### config.mk
export PLATFORM = sky130hd
export DESIGN_NAME = pixel_loader
export DESIGN_NICKNAME = d
export VERILOG_FILES = /design/src/rtl/pixel_loader.sv
export SDC_FILE = /design/constraint.sdc
export NUM_CORES = 1
export LEC_CHECK = 0
export BUFFER_PORTS_ARGS = -buffer_cell sky130_fd_sc_hd__buf_2
export CAP_MARGIN = 0
export CORE_MARGIN = 4
export CORE_UTILIZATION = 55
export CTS_CLUSTER_SIZE = 20
export DETAILED_ROUTE_END_ITERATION = 12
export PLACE_DENSITY = 0.78
export SYNTH_ARGS = -nofsm -noshare
export SYNTH_HDL_FRONTEND = slang
export SYNTH_SLANG_ARGS = --single-unit
### constraint.sdc
create_clock -name CLK -period 2.4 [get_ports CLK]
set_input_delay 0.6 -clock CLK [delete_from_list [all_inputs] [get_ports CLK]]
set_output_delay 0.6 -clock CLK [all_outputs]
set_load 0.1 [all_outputs]
### src/rtl/pixel_loader.sv
// pixel_loader: sprite compositor between eight sprite memories and the video path.
// A shared 48-bit read bus is time-multiplexed across eight banks, one slot per cycle.
// Each word period is eight cycles, and every memory word carries two adjacent pixels.
// The enabled sprites are merged by fixed priority: sprite 0 is the top layer.
// Two composed pixels leave on RGB every word period, each held for four cycles.
//
// Optional build macro TRANSPARENCY_EN:
//   defined   - a pixel equal to KEY_COLOR is transparent and never claims its position.
//   undefined - every pixel from an enabled sprite is opaque; KEY_COLOR is unused.
module pixel_loader #(
  parameter logic [23:0] BG_COLOR  = 24'h000000,
  parameter logic [23:0] KEY_COLOR = 24'hFF00FF
) (
  input  logic        CLK,
  input  logic        RESET,
  input  logic [47:0] DATA_IN,
  input  logic [7:0]  SPRITES_EN,
  output logic        MEM_CLK,
  output logic [15:0] MEM_ADDR,
  output logic [2:0]  MEM_SEL,
  output logic [23:0] RGB
);

  localparam logic [2:0] LAST_SLOT = 3'd7;
  localparam logic [2:0] HALF_SLOT = 3'd3;

  // Slot counter and shared word address
  logic [2:0]  slot;
  logic [15:0] word_addr;

  // Per-pixel claim flags and accumulators for the word being assembled
  logic        claim_a;
  logic        claim_b;
  logic [23:0] acc_a;
  logic [23:0] acc_b;

  // Output register and the parked second pixel of the previous word
  logic [23:0] rgb_q;
  logic [23:0] hold_b;

  // Combinational view of the word returned for the slot that ends on this edge
  logic [23:0] pix_a;
  logic [23:0] pix_b;
  logic        slot_en;
  logic        opaque_a;
  logic        opaque_b;
  logic        take_a;
  logic        take_b;
  logic        next_claim_a;
  logic        next_claim_b;
  logic [23:0] next_acc_a;
  logic [23:0] next_acc_b;
  logic [23:0] composed_a;
  logic [23:0] composed_b;
  logic        last_slot;
  logic        half_slot;

  // Memories are clocked on the opposite edge so read data is ready at the next CLK rise
  assign MEM_CLK  = ~CLK;
  assign MEM_SEL  = slot;
  assign MEM_ADDR = word_addr;
  assign RGB      = rgb_q;

`ifdef TRANSPARENCY_EN
  // Key-coloured pixels are holes that let lower layers show through
  always_comb begin
    opaque_a = (pix_a != KEY_COLOR);
    opaque_b = (pix_b != KEY_COLOR);
  end
`else
  logic key_color_unused;
  assign key_color_unused = ^KEY_COLOR;

  // Without colour keying every enabled pixel is solid
  always_comb begin
    opaque_a = 1'b1;
    opaque_b = 1'b1;
  end
`endif

  // Decide which halves of the incoming word claim a pixel and what the word composes to
  always_comb begin
    pix_a        = DATA_IN[47:24];
    pix_b        = DATA_IN[23:0];
    slot_en      = SPRITES_EN[slot];
    last_slot    = (slot == LAST_SLOT);
    half_slot    = (slot == HALF_SLOT);
    take_a       = slot_en && !claim_a && opaque_a;
    take_b       = slot_en && !claim_b && opaque_b;
    next_claim_a = claim_a | take_a;
    next_claim_b = claim_b | take_b;
    next_acc_a   = take_a ? pix_a : acc_a;
    next_acc_b   = take_b ? pix_b : acc_b;
    composed_a   = next_claim_a ? next_acc_a : BG_COLOR;
    composed_b   = next_claim_b ? next_acc_b : BG_COLOR;
  end

  // Walk the eight banks every word period and step the address at the end of each word
  always_ff @(posedge CLK) begin
    if (RESET) begin
      slot      <= 3'd0;
      word_addr <= 16'd0;
    end else begin
      slot <= slot + 3'd1;
      if (last_slot) begin
        word_addr <= word_addr + 16'd1;
      end
    end
  end

  // Accumulate the highest-priority opaque pixel per half, starting clean for every word
  always_ff @(posedge CLK) begin
    if (RESET) begin
      claim_a <= 1'b0;
      claim_b <= 1'b0;
      acc_a   <= 24'd0;
      acc_b   <= 24'd0;
    end else if (last_slot) begin
      claim_a <= 1'b0;
      claim_b <= 1'b0;
      acc_a   <= 24'd0;
      acc_b   <= 24'd0;
    end else begin
      claim_a <= next_claim_a;
      claim_b <= next_claim_b;
      acc_a   <= next_acc_a;
      acc_b   <= next_acc_b;
    end
  end

  // Present pixel A at the end of a word and pixel B half a word later
  always_ff @(posedge CLK) begin
    if (RESET) begin
      rgb_q  <= 24'd0;
      hold_b <= 24'd0;
    end else if (last_slot) begin
      rgb_q  <= composed_a;
      hold_b <= composed_b;
    end else if (half_slot) begin
      rgb_q  <= hold_b;
    end
  end

endmodule

==> impl_metrics.ini <==
[logic_synthesis]
yosysWarnings = 0
yosys.cell_types.count = 34
synth_seq_cells = 117
synth_nets = 680
synth_area_leaders = dfxtp_1 45%, nand2_1 11%, mux2i_1 9.8%, nand4_1 6.3%, a211oi_1 3.4%
syn_area_mm2 = 0.00523
yosysTopAreaCell = dfxtp_1
syn_avg_cell_area_um2 = 8.46
synth-edff-count = 0
postSynthCellCount = 618
async_reset_ff_frac = 0
ys_seq_area_frac = 0.448
ys.flop_type = dfxtp_1
synth_top_area_frac = 0.448

[worst_setup_path]
cp-start-kind = clock port
cp_cell_sequence = clkbuf_16, clkbuf_16, inv_1, buf_12
cp_top_family = buffers and inverters
path_class = clk2out
slowest_stage = buf_12
critPathCaptureType = output pin
critPathMaxStageDelay_ns = 0.18
required_ns = 1.80
cp_max_fo = 9
arrival_ns = 1.75
crit_buf_inv = 4
crit_top_cell = clkbuf_16

[layout]
syn2layout_area_growth_pct = 23.7
drive_above_1_share = 0.232
final_nets = 763
insertedDiodeCount = 0
fin_area_mm2 = 0.00647
fin_util = 0.700

[pwr]
fin_total_pwr_mw = 5.87
pwr-share-comb = 0.138
clkPwrFrac = 0.496
p_per_area_mw_per_mm2 = 907
p_leak_nw = 2.60
power.switching_mw = 1.74
swShare = 0.297
seqPwrFrac = 0.366
ir_worst_vdd_mv = 0.989
p_int_mw = 4.13

[cts]
cts-root-buf = clkbuf_8
cts_tree = built
cts_hold_buf = 0
htree_levels = 4
cts_buffers = 17
clk_path_buf_depth = 2
clk_pin_slew_ns = 0.06
clk_latency_ns = 0.61

[die]
ioPinCount = 102
initial_utilization = 0.566
fp.coreArea_mm2 = 0.00924
die_width_um = 106
core.rowCount = 35
die_height_um = 106
die_area_mm2 = 0.0111

[grt]
grtUsageTotal = 0.252
antenna_found_initial = 0
grt_max_degree = 99
grt_pass1_wl_mm = 22.5
grt-ovfl-total = 0
grt_pass1_vias = 4639

[timing]
finalSetupViolCount = 0
finalClockSkew_ns = 0.359
grt_setup_unrepaired = false
maxSlewViolCount = 0
slew_headroom = 0.600
fin_setup_tns_ns = 0
final.setup.worst_slack_ns = 0.0488
timing.final.hold_violations = 0
worst_slew_pin_slew_ns = 0.600

[placement]
finalWeightedCongestion = 0.817
numPortBuffers = 101
placed_area_mm2 = 0.00581
dpl.hpwl_mm = 8.55
dpl_worst_slack_ns = 0.141

[drt]
post_drt_wl_per_cell_um = 16.3
routed_wirelength_mm = 13.7
dr.first_iter.drc_count = 429
firstDrtPassIters = 5
routed_via_density = 5.76
ant_nets = 0
drc_errors = 0
num_vias = 4853

[job]
max-cap-violations = 0

[min_path]
hp-class = reg2reg

[run_status]
outcome = finished clean
-- metal layers --
metal  routed length [um]  track usage  vias to the layer above
met5                    0            0                        -
met2                 6720        0.421                      173
met1                 5910        0.308                     2330
li1                     -            -                     2318
met4                  297       0.0971                        0
met3                  779       0.0680                       32
-- cell type report --
| class | instances | area (um^2) |
|---|---|---|
| Sequential cell | 117 | 2350 |
| Clock inverter | 15 | 179 |
| Multi-Input combinational cell | 446 | 2640 |
| Tap cell | 129 | 161 |
| Clock buffer | 22 | 482 |
| Fill cell | 720 | 2770 |
| Timing Repair Buffer | 114 | 656 |
-- logic make-up (layout without fill, tap and decap cells) --
family,after synthesis,after routing,synth area share
simple gates,294,294,0.264
mux,55,55,0.106
fa+ha+maj,4,4,0.00957
compound gates,82,82,0.101
buf+inv,55,151,0.0519
flops,117,117,0.448
xor+xnor,11,11,0.0184
-- synthesized netlist by cell type (all sizes together), types with 3 or more instances --
library cell and number:
a211oi 24, a21oi 26, a31oi 24, and2 3
and3 3, buf 18, clkbuf 36, dfxtp 117
ha 4, mux2 4, mux2i 51, nand2 147
nand2b 26, nand3 5, nand4 53, nor2 43
nor2b 6, nor3 3, xnor2 5, xor2 6
-- flip-flops by register name (all words and copies together) (netlist names) --
signal,flops
RGB,24
acc_a,24
acc_b,24
hold_b,24
MEM_ADDR,16
MEM_SEL,3
claim_a,1
claim_b,1
-- per-stage QoR --
step	hold slack (ns)	cells
after global placement	0.442	808
after floorplan	0.435	618
final	0.145	843
after global routing	0.163	843
after CTS	0.126	843
after detailed placement	0.449	808
-- what timing repair did --
item	4_1_cts	5_1_grt
hold endpoints to repair	0	0
endpoints found under the setup margin	1	3
resized for setup	5	1
buffers inserted	3	0
-- worst min-delay path, cell delays in order, from the launching register on --
cell and delay (ns):
dfxtp_1 0.31, nand2_1 0.05, a31oi_1 0.07
-- layout by cell type (no fill, tap or decap), drive strengths merged, types with 18 or more instances in the layout --
master and count:
nand2 147, nand2b 26, clkbuf 18, nand4 53, a211oi 24, nor2 43, a31oi 24, a21oi 26
mux2i 51, buf 118, dfxtp 117
-- worst paths after layout --
check | from | end | slack [ns] | depth (start not counted)
setup / recovery | CLK | MEM_CLK | 0.05 | 4
hold / removal | acc_b[18]$_SDFF_PP0_ | hold_b[18]$_SDFFE_PP0N_ | 0.14 | 2
setup reg to reg | MEM_SEL[0]$_SDFF_PP0_ | RGB[20]$_SDFFE_PP0P_ | 0.24 | 7
hold reg to reg | acc_b[18]$_SDFF_PP0_ | hold_b[18]$_SDFFE_PP0N_ | 0.14 | 2
-- power by group through the flow --
stage                     registers (mW)  logic, mW  clock network (mW)
after detailed placement            2.19      0.793               0.152
after global placement              2.18      0.773               0.152
after global routing                2.16      0.859                3.03
after floorplan                     2.36      0.428               0.138
final                               2.15      0.807                2.91
after CTS                           2.15      0.804                2.93
No activity file was read; power rests on OpenSTA's default activity.
